--- src/rtl/systolic_feeder.sv ---
// systolic_feeder: buffers feature vectors in a small FIFO and feeds them to a
// systolic array with a per-row skew (row r lags row 0 by r cycles). A tile is
// closed by the vector marked in_last; the FSM waits for the skew to drain
// before raising done.
//
// state  | meaning
// IDLE   | no tile in progress, pops allowed
// STREAM | tile in progress, pops allowed
// DRAIN  | last vector popped, waiting for skew pipeline to empty
// DONE   | one-cycle done pulse, then back to IDLE

module systolic_feeder #(
    parameter int WIDTH = 8,
    parameter int ROWS  = 3,
    parameter int DEPTH = 4
) (
    input  logic                    clk_in,
    input  logic                    nrst_in,
    input  logic                    in_valid,
    output logic                    in_ready,
    input  logic [ROWS*WIDTH-1:0]   in_data,
    input  logic                    in_last,
    input  logic                    stall_in,
    output logic [ROWS*WIDTH-1:0]   feat_out,
    output logic [ROWS-1:0]         feat_valid,
    output logic                    busy,
    output logic                    done
);

    localparam int AW = $clog2(DEPTH);
    localparam int CW = AW + 1;
    localparam int DW = (ROWS > 1) ? $clog2(ROWS) : 1;
    localparam logic [CW-1:0] DEPTH_C = CW'(DEPTH);
    localparam logic [DW-1:0] DRAIN_LOAD = DW'(ROWS - 1);

    typedef enum logic [1:0] {IDLE, STREAM, DRAIN, DONE} state_t;

    logic [ROWS*WIDTH:0]   mem [DEPTH];
    logic [AW-1:0]         wr_ptr;
    logic [AW-1:0]         rd_ptr;
    logic [CW-1:0]         count;
    state_t                state;
    logic [DW-1:0]         drain_cnt;

    logic                  push;
    logic                  pop;
    logic [ROWS*WIDTH:0]   head;
    logic                  head_last;
    logic [ROWS*WIDTH-1:0] head_data;

    assign in_ready  = (count < DEPTH_C);
    assign push      = in_valid && in_ready;
    assign pop       = !stall_in && (count != '0) && ((state == IDLE) || (state == STREAM));
    assign head      = mem[rd_ptr];
    assign head_last = head[ROWS*WIDTH];
    assign head_data = head[ROWS*WIDTH-1:0];
    assign busy      = (state != IDLE) || (count != '0);

    // FIFO storage; contents need no reset because pointers/count gate every read
    always_ff @(posedge clk_in) begin
        if (push) begin
            mem[wr_ptr] <= {in_last, in_data};
        end
    end

    // FIFO pointers and occupancy; pointers wrap naturally since DEPTH is a power of two
    always_ff @(posedge clk_in or negedge nrst_in) begin
        if (!nrst_in) begin
            wr_ptr <= '0;
            rd_ptr <= '0;
            count  <= '0;
        end else begin
            if (push) wr_ptr <= wr_ptr + 1'b1;
            if (pop)  rd_ptr <= rd_ptr + 1'b1;
            case ({push, pop})
                2'b10:   count <= count + 1'b1;
                2'b01:   count <= count - 1'b1;
                default: count <= count;
            endcase
        end
    end

    // Tile sequencing: stream until the last vector is popped, then drain the skew
    always_ff @(posedge clk_in or negedge nrst_in) begin
        if (!nrst_in) begin
            state     <= IDLE;
            drain_cnt <= '0;
            done      <= 1'b0;
        end else begin
            case (state)
                IDLE, STREAM: begin
                    done <= 1'b0;
                    if (pop) begin
                        if (head_last) begin
                            state     <= DRAIN;
                            drain_cnt <= DRAIN_LOAD;
                        end else begin
                            state <= STREAM;
                        end
                    end
                end
                DRAIN: begin
                    if (!stall_in) begin
                        if (drain_cnt == '0) begin
                            state <= DONE;
                            done  <= 1'b1;
                        end else begin
                            drain_cnt <= drain_cnt - 1'b1;
                        end
                    end
                end
                DONE: begin
                    state <= IDLE;
                    done  <= 1'b0;
                end
                default: begin
                    state <= IDLE;
                    done  <= 1'b0;
                end
            endcase
        end
    end

    for (genvar r = 0; r < ROWS; r++) begin : g_lane
        logic [WIDTH-1:0] dl [0:r];
        logic [r:0]       vl;

        // Lane r delay line of r+1 registers; bubbles shift in when nothing is popped
        always_ff @(posedge clk_in or negedge nrst_in) begin
            if (!nrst_in) begin
                for (int k = 0; k <= r; k++) begin
                    dl[k] <= '0;
                end
                vl <= '0;
            end else if (!stall_in) begin
                dl[0] <= pop ? head_data[r*WIDTH +: WIDTH] : '0;
                vl[0] <= pop;
                for (int k = 1; k <= r; k++) begin
                    dl[k] <= dl[k-1];
                    vl[k] <= vl[k-1];
                end
            end
        end

        assign feat_out[r*WIDTH +: WIDTH] = dl[r];
        assign feat_valid[r]              = vl[r];
    end

endmodule

--- config.mk ---
export PLATFORM = sky130hd
export DESIGN_NAME = systolic_feeder
export DESIGN_NICKNAME = d
export VERILOG_FILES = /design/src/rtl/systolic_feeder.sv
export SDC_FILE = /design/constraint.sdc
export NUM_CORES = 1
export LEC_CHECK = 0
export ABC_AREA = 0
export CORE_MARGIN = 1.5
export CORE_UTILIZATION = 60
export CTS_BUF_LIST = sky130_fd_sc_hd__clkbuf_2 sky130_fd_sc_hd__clkbuf_4 sky130_fd_sc_hd__clkbuf_8
export DETAILED_ROUTE_END_ITERATION = 16
export PLACE_DENSITY = 0.94
export REMOVE_ABC_BUFFERS = 1
export SLEW_MARGIN = 0
export SYNTH_ARGS = -nofsm -noshare
export SYNTH_HDL_FRONTEND = slang
export SYNTH_SLANG_ARGS = --single-unit
--- constraint.sdc ---
create_clock -name clk_in -period 4.6 [get_ports clk_in]
set_clock_uncertainty 0.05 [all_clocks]
set_input_delay 0.92 -clock clk_in [delete_from_list [all_inputs] [get_ports clk_in]]
set_output_delay 0.92 -clock clk_in [all_outputs]
set_load 0.02 [all_outputs]
=== Word-level counts from Yosys, hierarchy flattened ===
Memory sizes are Yosys's and may differ from the RTL's.
Cells that the tools add are included.

* $add $sub $neg: 5
* Order comparisons: 1
* Eq/ne operators: 10
* Multiplexer cells: 19
* Reduce and logical (&&, ||, !) cells: 17

{| class="wikitable"
|+ Operators with widths
! operator !! number
|-
| $mux 8 || 3
|-
| $mux 2 || 8
|-
| $ne 2x2->1 const B || 5
|-
| $eq 2x2->1 const B || 3
|-
| $pmux 2 s3 || 1
|-
| $pmux 3 s2 || 1
|-
| $reduce_bool 2->1 || 3
|-
| $reduce_and 5->1 || 1
|-
| $add 2x1->2 const B || 2
|-
| $eq 2x1->1 const B || 2
|-
| $logic_not 2->1 || 2
|-
| $mux 1 || 4
|-
| $pmux 2 s2 || 1
|-
| $add 3x1->3 const B || 1
|-
| $logic_and 1x1->1 || 3
|-
| $lt 3x3->1 const B || 1
|-
| $reduce_and 3->1 || 1
|-
| $reduce_bool 3->1 || 1
|-
| $reduce_or 3->1 || 1
|-
| $sub 3x1->3 const B || 1
|-
| $logic_or 1x1->1 || 2
|-
| $pmux 1 s2 || 1
|-
| $reduce_and 2->1 || 1
|-
| $reduce_or 2->1 || 1
|-
| 2 further kinds || 2
|}

* Bits in registers: 66
* Memory bits (writable): 100
* Input bits: 29
* Output and inout bits: 30
* Logic and storage cells: 68
* Memories kept: 1

{| class="wikitable"
|+ Memories
! memory !! words !! width !! read ports !! clocked after Yosys merged registers in !! wr ports !! line !! text
|-
| mem || 4 || 25 || 1 || 0 || 1 || 38 || <nowiki>logic [ROWS*WIDTH:0] mem [DEPTH];</nowiki>
|}

=== Depth between registers and ports, before layout ===
Gate-level depths: netlist (run 1).

* Depth after elaboration: 5
* Mapped depth: 9
* Depth with buffers taken out: 8

=== Worst setup path after synthesis (run 1) ===
Ideal clock, no wire load.

* Path type: input to register
* Start: input stall_in
* End: register count[2]
* Setup time: 80 ps
* Data arrival time: 2,288 ps
* Required time: 4,470 ps
* Path slack: 2,182 ps
* Stages on the path: 8
* Buffers on the path: 1
* Cells stage by stage: nor3_1 > buf_2 > ha_1 > inv_1 > fa_1 > xor2_1 > nor2_1 > xnor2_1

* Cells in the longest elaborated chain, start to end: 5
* Elaborated cells between the ends (all ways): 7
* Those cells by class: eq/ne (2); mux (1); reduce/logical (4)

{| class="wikitable"
|+ RTL lines
! what !! line !! text
|-
| from (decl) || 23 || <nowiki>input logic stall_in,</nowiki>
|-
| $logic_not 1->1 * || -- ||
|-
| $logic_and 1x1->1 * (2 in a row) || 53 || <nowiki>assign pop = !stall_in && (count != '0) && ((state == IDLE) || (state == STREAM));</nowiki>
|-
| via pop || 46 || <nowiki>logic pop;</nowiki>
|-
| $eq 2x1->1 or $eq 2x2->1 (tied branches) || 75 || <nowiki>case ({push, pop})</nowiki>
|-
| $pmux 3 s2 or $reduce_bool 2->1 (tied branches) || -- ||
|-
| to (signal assigned) || 76 || <nowiki>2'b10: count <= count + 1'b1;</nowiki>
|-
| to (signal assigned) || 77 || <nowiki>2'b01: count <= count - 1'b1;</nowiki>
|-
| to (signal assigned) || 78 || <nowiki>default: count <= count;</nowiki>
|-
| to (decl) || 41 || <nowiki>logic [CW-1:0] count;</nowiki>
|}

Mark *: on every way through the listed nets, which the timed path passes. The rest lies on a longest branch.
A chain may end at the register's enable or synchronous reset.

=== Final worst setup path (run 1) ===
* Start: register count[0]
* End: output busy

* Cells in the longest elaborated chain, start to end: 2

{| class="wikitable"
|+ RTL lines
! what !! line !! text
|-
| $reduce_bool 3->1 || 57 || <nowiki>assign busy = (state != IDLE) || (count != '0);</nowiki>
|-
| $logic_or 1x1->1 || 57 ||
|-
| to (decl) || 26 || <nowiki>output logic busy,</nowiki>
|}

No other way between the ends.

==> impl_metrics.env, run 1 <==
export IMPL_globalRouteOverflowTotal=0
export IMPL_avgSynthCellArea_sq_um=19.1
export IMPL_yosys_most_used_dff="edfxtp_1"
export IMPL_holdPathEnd="done"
export IMPL_wl_met3_um=404
export IMPL_post_cts_repair_setup_buffers=0
export IMPL_port_buffers=58
export IMPL_reg2reg_to="drain_cnt[1]"
export IMPL_grt_antenna_before_repair=0
export IMPL_yosys_warnings=0
export IMPL_setup_slack_ns=1.47
export IMPL_hold_path_class="reg -> reg"
export IMPL_numCtsBuffers=17
export IMPL_clk_path_buf_depth=2
export IMPL_drc_errors=0
export IMPL_multiInputGateArea_sq_um=1460
export IMPL_max_stage_delay_ns=0.54
export IMPL_first_iter_violations=118
export IMPL_avgViaCountPerCell=5.71
export IMPL_rsz0062_at_grt="no"
export IMPL_hold_path_startpoint="done"
export IMPL_tritoncts="done"
export IMPL_clockRootBuffer="clkbuf_8"
export IMPL_wl_mm=10.2
export IMPL_leakage_nw=2.75
export IMPL_syn_inst=329
export IMPL_cts_sinks=163
export IMPL_n_antenna_cell=0
export IMPL_routed_top_layer="met4"
export IMPL_drive_above_1_share_pct=25.4
export IMPL_nFillCells=596
export IMPL_power_frac_seq_pct=49.7
export IMPL_setup_violations=0
export IMPL_synth_cell_types=32
export IMPL_core_sq_um=10200
export IMPL_htree_num_levels=4
export IMPL_dr_wl_met2_mm=5.31
export IMPL_seq_area_frac_synth_pct=72.9
export IMPL_gp_congestion=0.675
export IMPL_hpwl_mm=6.36
export IMPL_m1WireLength_mm=4.25
export IMPL_max_vdd_ir_drop_mv=0.280
export IMPL_fp_dieArea_sq_um=11100
export IMPL_grt_first_pass_wirelength_mm=16.6
export IMPL_route_vias_total=3023
export IMPL_tightest_slew_ns=1.24
export IMPL_max_freq_ghz=0.320
export IMPL_holdPathStages=1
export IMPL_post_drt_wl_per_cell_um=19.3
export IMPL_p_switching_w=0.00138
export IMPL_area_growth_pct=15.3
export IMPL_critPathMaxFanout=4
export IMPL_crit_arrival_ns=2.16
export IMPL_fin_total_pwr_w=0.00447
export IMPL_hold_viol_final=0
export IMPL_powerDensity_nw_per_um2=617
export IMPL_p_clk_share_pct=22.0
export IMPL_synth_ff_latch_count=163
export IMPL_period_share_pct=68.0
export IMPL_syn_cell_area_sq_um=6280
export IMPL_crit_reg2reg_launch="rd_ptr[1]"
export IMPL_worst_r2r_setup_slack_ns=2.18
export IMPL_finalInstanceArea_sq_um=7250
export IMPL_place_ws_ns=1.74
export IMPL_switching_share_pct=30.8
export IMPL_slew_violations=0
export IMPL_outcome="finished clean"
export IMPL_reg2regPathDepth=4
export IMPL_synthArstFlopShare_pct=38.7
export IMPL_start_util_pct=61.4
export IMPL_post_route_util_pct=70.8
export IMPL_drt_first_pass_iters=6
export IMPL_fp_row_count=37
export IMPL_seqCellArea_sq_um=4580
export IMPL_clk_pin_slew_ns=0.08
export IMPL_clock_latency_ns=0.45
export IMPL_tns_ns=0
export IMPL_critPathCaptureType="output port"
export IMPL_cts_resized=0
export IMPL_dieHeight_um=105
export IMPL_p_comb_share_pct=28.2
export IMPL_crit_path_start_kind="flop"
export IMPL_drv_cap=0
export IMPL_nNetsFinal=416
export IMPL_die_w_um=105
export IMPL_crit_type="reg -> out"
export IMPL_synth_edf_count=100
export IMPL_grt_start_max_net_pins=57
export IMPL_placed_cell_area_sq_um=6870
export IMPL_grtUsageTotal_pct=20.6
export IMPL_grt_pass1_vias=3240
export IMPL_ant_nets=0
export IMPL_slowest_stage="clkdlybuf4s50_1"
export IMPL_ios=59
export IMPL_hold_buffers=0
export IMPL_path_cells="nor3_2 > nand2b_1 > or2_2 > clkdlybuf4s50_1"
export IMPL_p_int_w=0.00310
export IMPL_cp_required_ns=3.63
export IMPL_relSlewSlack_pct=17.0
export IMPL_min_period_ns=3.13
cell type report:
type,instances,area share [%]
Timing Repair Buffer,65,8.60
Tap cell,136,2.35
Inverter,9,0.466
Sequential cell,163,63.2
Multi-Input combinational cell,124,20.1
Clock buffer,18,3.33
Clock inverter,14,1.93
worst max-delay path by stage:
stage / endpoint / slack (ns) / from / cells past startpoint
3_5_place_dp: count[2] / 1.74 / in_valid / 9
5_1_grt: busy / 1.36 / count[0] / 4
2_1_floorplan: count[2] / 0.76 / stall_in / 7
6_report: busy / 1.47 / count[0] / 4
3_3_place_gp: count[2] / 1.79 / in_valid / 9
4_1_cts: busy / 1.45 / count[0] / 4
power groups by stage:
stage	Clock (W)	Combinational [W]	Sequential, W
2_1_floorplan	0	0.000696	0.00231
3_3_place_gp	0	0.00122	0.00223
3_5_place_dp	0	0.00127	0.00226
4_1_cts	0.00100	0.00128	0.00223
5_1_grt	0.00106	0.00136	0.00228
6_report	0.000986	0.00126	0.00222
through the flow:
| step | hold slack, ns | cells |
|---|---|---|
| finish | 0.452 | 529 |
| global route | 0.471 | 529 |
| CTS | 0.452 | 529 |
| detailed placement | 0.433 | 497 |
| global placement | 0.423 | 497 |
| floorplan | 0.425 | 296 |
sequential cells by signal, indices dropped and copies added (netlist names):
register	flops
count	3
done	1
drain_cnt	2
feat_out	16
g_lane.dl	32
g_lane.vl	3
mem	100
rd_ptr	2
state	2
wr_ptr	2
metal layers:
metal  track usage, %  vias up
li1                 -     1344
met1             25.4     1586
met2             34.1       72
met3             6.25       21
met4             9.00        0
met5                0        -
Yosys cell counts, drive strengths merged, types with 4 or more instances:
master,instances,area share [%]
mux2,27,4.9
nor3,4,0.40
nor2b,5,0.62
buf,30,3.3
a22o,25,3.5
inv,9,0.54
dfrtp,63,25
and2,4,0.40
mux4,24,8.6
xnor2,4,0.56
edfxtp,100,48
ha,6,1.2
nand2,5,0.30
cell usage in the layout (no fill, tap or decap), types with 2 or more instances in the layout:
cell type and n:
edfxtp_1 100, clkinv_4 3, xor2_1 2, mux2_2 26, nand2b_1 2, a22o_1 25, inv_6 6, clkinvlp_4 2
xnor2_1 4, clkbuf_8 17, o21ai_0 3, nor2b_1 4, and2_1 4, nor3_1 2, buf_4 7, ha_1 6
inv_1 9, nor3_2 2, nand2_1 5, mux2i_1 3, nor2_1 2, dfrtp_1 62, mux4_2 24, clkdlybuf4s50_1 56
buf_2 2
critical path, delay by kind of cell, from the launching register on:
| kind | cells | cell delay (ns) |
|---|---|---|
| buf+inv | 1 | 0.54 |
| flops | 1 | 0.42 |
| simple gates | 3 | 0.75 |
kinds of logic after synthesis:
kind of cell,Yosys count,share of synthesized area (%)
compound gates,32,4.30
xor+xnor,6,0.836
fa+ha+maj,7,1.51
buf+inv,42,4.00
flops,163,72.9
mux,54,14.0
simple gates,25,2.49
(Power assumes the default switching activity.)
==> run 2: changes to the inputs <==
- CORE_UTILIZATION: 60 -> 59
- PLACE_DENSITY: 0.94 -> 0.93
- clock period: 4.6 -> 3.06 ns (I/O delays scaled with it)
==> impl_metrics.env, run 2 (synthesized netlist as in run 1, its figures left out) <==
export IMPL_outcome="finished clean"
export IMPL_cts_resized=0
export IMPL_leakage_nw=2.79
export IMPL_max_stage_delay_ns=0.53
export IMPL_crit_reg2reg_launch="rd_ptr[0]"
export IMPL_reg2reg_to="g_lane[1].dl[14]"
export IMPL_slowest_stage="clkdlybuf4s50_1"
export IMPL_crit_cells=4
export IMPL_post_cts_repair_setup_buffers=0
export IMPL_largest_register_ffs=100
export IMPL_crit_end="busy"
export IMPL_relSlewSlack_pct=37.8
export IMPL_post_drt_wl_per_cell_um=19.4
export IMPL_max_vdd_ir_drop_mv=0.379
export IMPL_period_share_pct=90.3
export IMPL_layout_commonest_cell="edfxtp_1"
export IMPL_tightest_slew_ns=0.933
export IMPL_clockRootBuffer="clkbuf_8"
export IMPL_path_buf_inv=1
export IMPL_finalInstanceArea_sq_um=7300
export IMPL_core_sq_um=10300
export IMPL_worst_r2r_setup_slack_ns=1.04
export IMPL_hold_path_class="in -> async"
export IMPL_fin_total_pwr_w=0.00691
export IMPL_startpoint="count[0]"
export IMPL_layout_common_cells="edfxtp_1 (100), dfrtp_1 (62), clkdlybuf4s50_1 (56)"
export IMPL_area_growth_pct=16.2
export IMPL_avgViaCountPerCell=5.73
export IMPL_clock_latency_ns=0.43
export IMPL_drv_cap=0
export IMPL_max_freq_ghz=0.362
export IMPL_die_w_um=106
export IMPL_drive_above_1_share_pct=25.4
export IMPL_grt_start_max_net_pins=64
export IMPL_min_period_ns=2.76
export IMPL_p_clk_share_pct=23.9
export IMPL_cts_sinks=163
export IMPL_drt_first_pass_iters=4
export IMPL_grt_pass1_vias=3206
export IMPL_tns_ns=0
export IMPL_dieHeight_um=106
export IMPL_nNetsFinal=417
export IMPL_setup_violations=0
export IMPL_crit_type="reg -> out"
export IMPL_hold_buffers=0
export IMPL_p_int_w=0.00489
export IMPL_powerDensity_nw_per_um2=946
export IMPL_fp_row_count=37
export IMPL_htree_num_levels=4
export IMPL_hpwl_mm=6.33
export IMPL_wl_mm=10.3
export IMPL_critPathCaptureType="output port"
export IMPL_ios=59
export IMPL_port_buffers=58
export IMPL_nFillCells=611
export IMPL_ant_nets=0
export IMPL_tritoncts="done"
export IMPL_grt_first_pass_wirelength_mm=16.6
export IMPL_first_iter_violations=186
export IMPL_hold_viol_final=0
export IMPL_clk_path_buf_depth=2
export IMPL_drc_errors=0
export IMPL_fp_dieArea_sq_um=11300
export IMPL_reg2regPathDepth=2
export IMPL_clk_pin_slew_ns=0.08
export IMPL_globalRouteOverflowTotal=0
export IMPL_rsz0062_at_grt="no"
export IMPL_slew_violations=0
export IMPL_p_comb_share_pct=28.3
export IMPL_n_antenna_cell=0
export IMPL_grtUsageTotal_pct=20.1
export IMPL_cpLargestDelayFamily="simple AND/OR/NAND/NOR gates"
export IMPL_route_vias_total=3035
export IMPL_power_frac_seq_pct=47.7
export IMPL_crit_arrival_ns=2.10
export IMPL_critPathMaxFanout=4
export IMPL_switching_share_pct=29.2
export IMPL_crit_path_start_kind="flop"
export IMPL_gp_congestion=0.686
export IMPL_regMostFlops="mem"
export IMPL_placed_cell_area_sq_um=6870
export IMPL_path_cells="nor3_2 > nand2b_1 > or2_2 > clkdlybuf4s50_1"
export IMPL_grt_antenna_before_repair=0
export IMPL_start_util_pct=60.9
export IMPL_numCtsBuffers=17
export IMPL_cp_required_ns=2.40
export IMPL_p_switching_w=0.00202
[run 2: changes by cell type in the layout (fill, tap and decap cells not counted)]
cell,before,now
clkinv_2,1,3
clkinvlp_4,2,0
buf_4,7,8
clkinv_4,3,2
inv_4,0,1
clkbuf_4,1,2
bufinv_16,1,4
clkinv_1,0,1
inv_6,6,2
inv_8,1,0
[run 2: worst min path at each step]
| stage | start | to | depth (start not counted) |
|---|---|---|---|
| 4_1_cts | nrst_in | g_lane[1].dl[12] | 2 |
| 5_1_grt | nrst_in | g_lane[2].vl[2] | 2 |
| 3_5_place_dp | done | done | 1 |
| 6_report | nrst_in | done | 2 |
| 3_3_place_gp | done | done | 1 |
| 2_1_floorplan | nrst_in | count[0] | 0 |
[run 2: cell type report]
type                    count  area, sq um  share of cell area [%]
repair buffers             66          631                    8.64
multi-input cells         124         1460                    20.0
clock buffers              19          249                    3.41
flip-flops and latches    163         4580                    62.7
clock inverters            13          180                    2.47
well taps                 136          170                    2.33
inverters                   9         33.8                   0.463
[run 2: worst register-to-register path: cells and delay by family, from the launching register on]
family / cells / cell delay [ns]
flops: 1 / 0.98
compound gates: 1 / 0.22
mux: 1 / 0.66
[run 2: through the flow]
step                      instances  hold slack, ns  setup slack [ns]  utilization [%]
after detailed placement        498           0.441             0.509             66.6
after global routing            530           0.374             0.217             70.7
final                           530           0.315             0.297             70.7
after CTS                       530           0.319             0.263             70.7
after global placement          498           0.423             0.594             66.6
after floorplan                 296           0.266            -0.476                -
[run 2: power groups by stage]
stage               Sequential [W]  Combinational (W)  Clock [W]
floorplan                  0.00348            0.00105          0
global placement           0.00330            0.00188          0
detailed placement         0.00335            0.00197          0
CTS                        0.00331            0.00198    0.00169
global route               0.00338            0.00209    0.00177
finish                     0.00330            0.00196    0.00165
[run 2: per-layer routing]
layer  track usage (%)  vias to the layer above  wire length, um
met4              7.05                        0              133
li1                  -                     1347                -
met5                 0                        -                0
met3              5.03                       14              493
met2              32.9                       99             5400
met1              26.5                     1575             4270
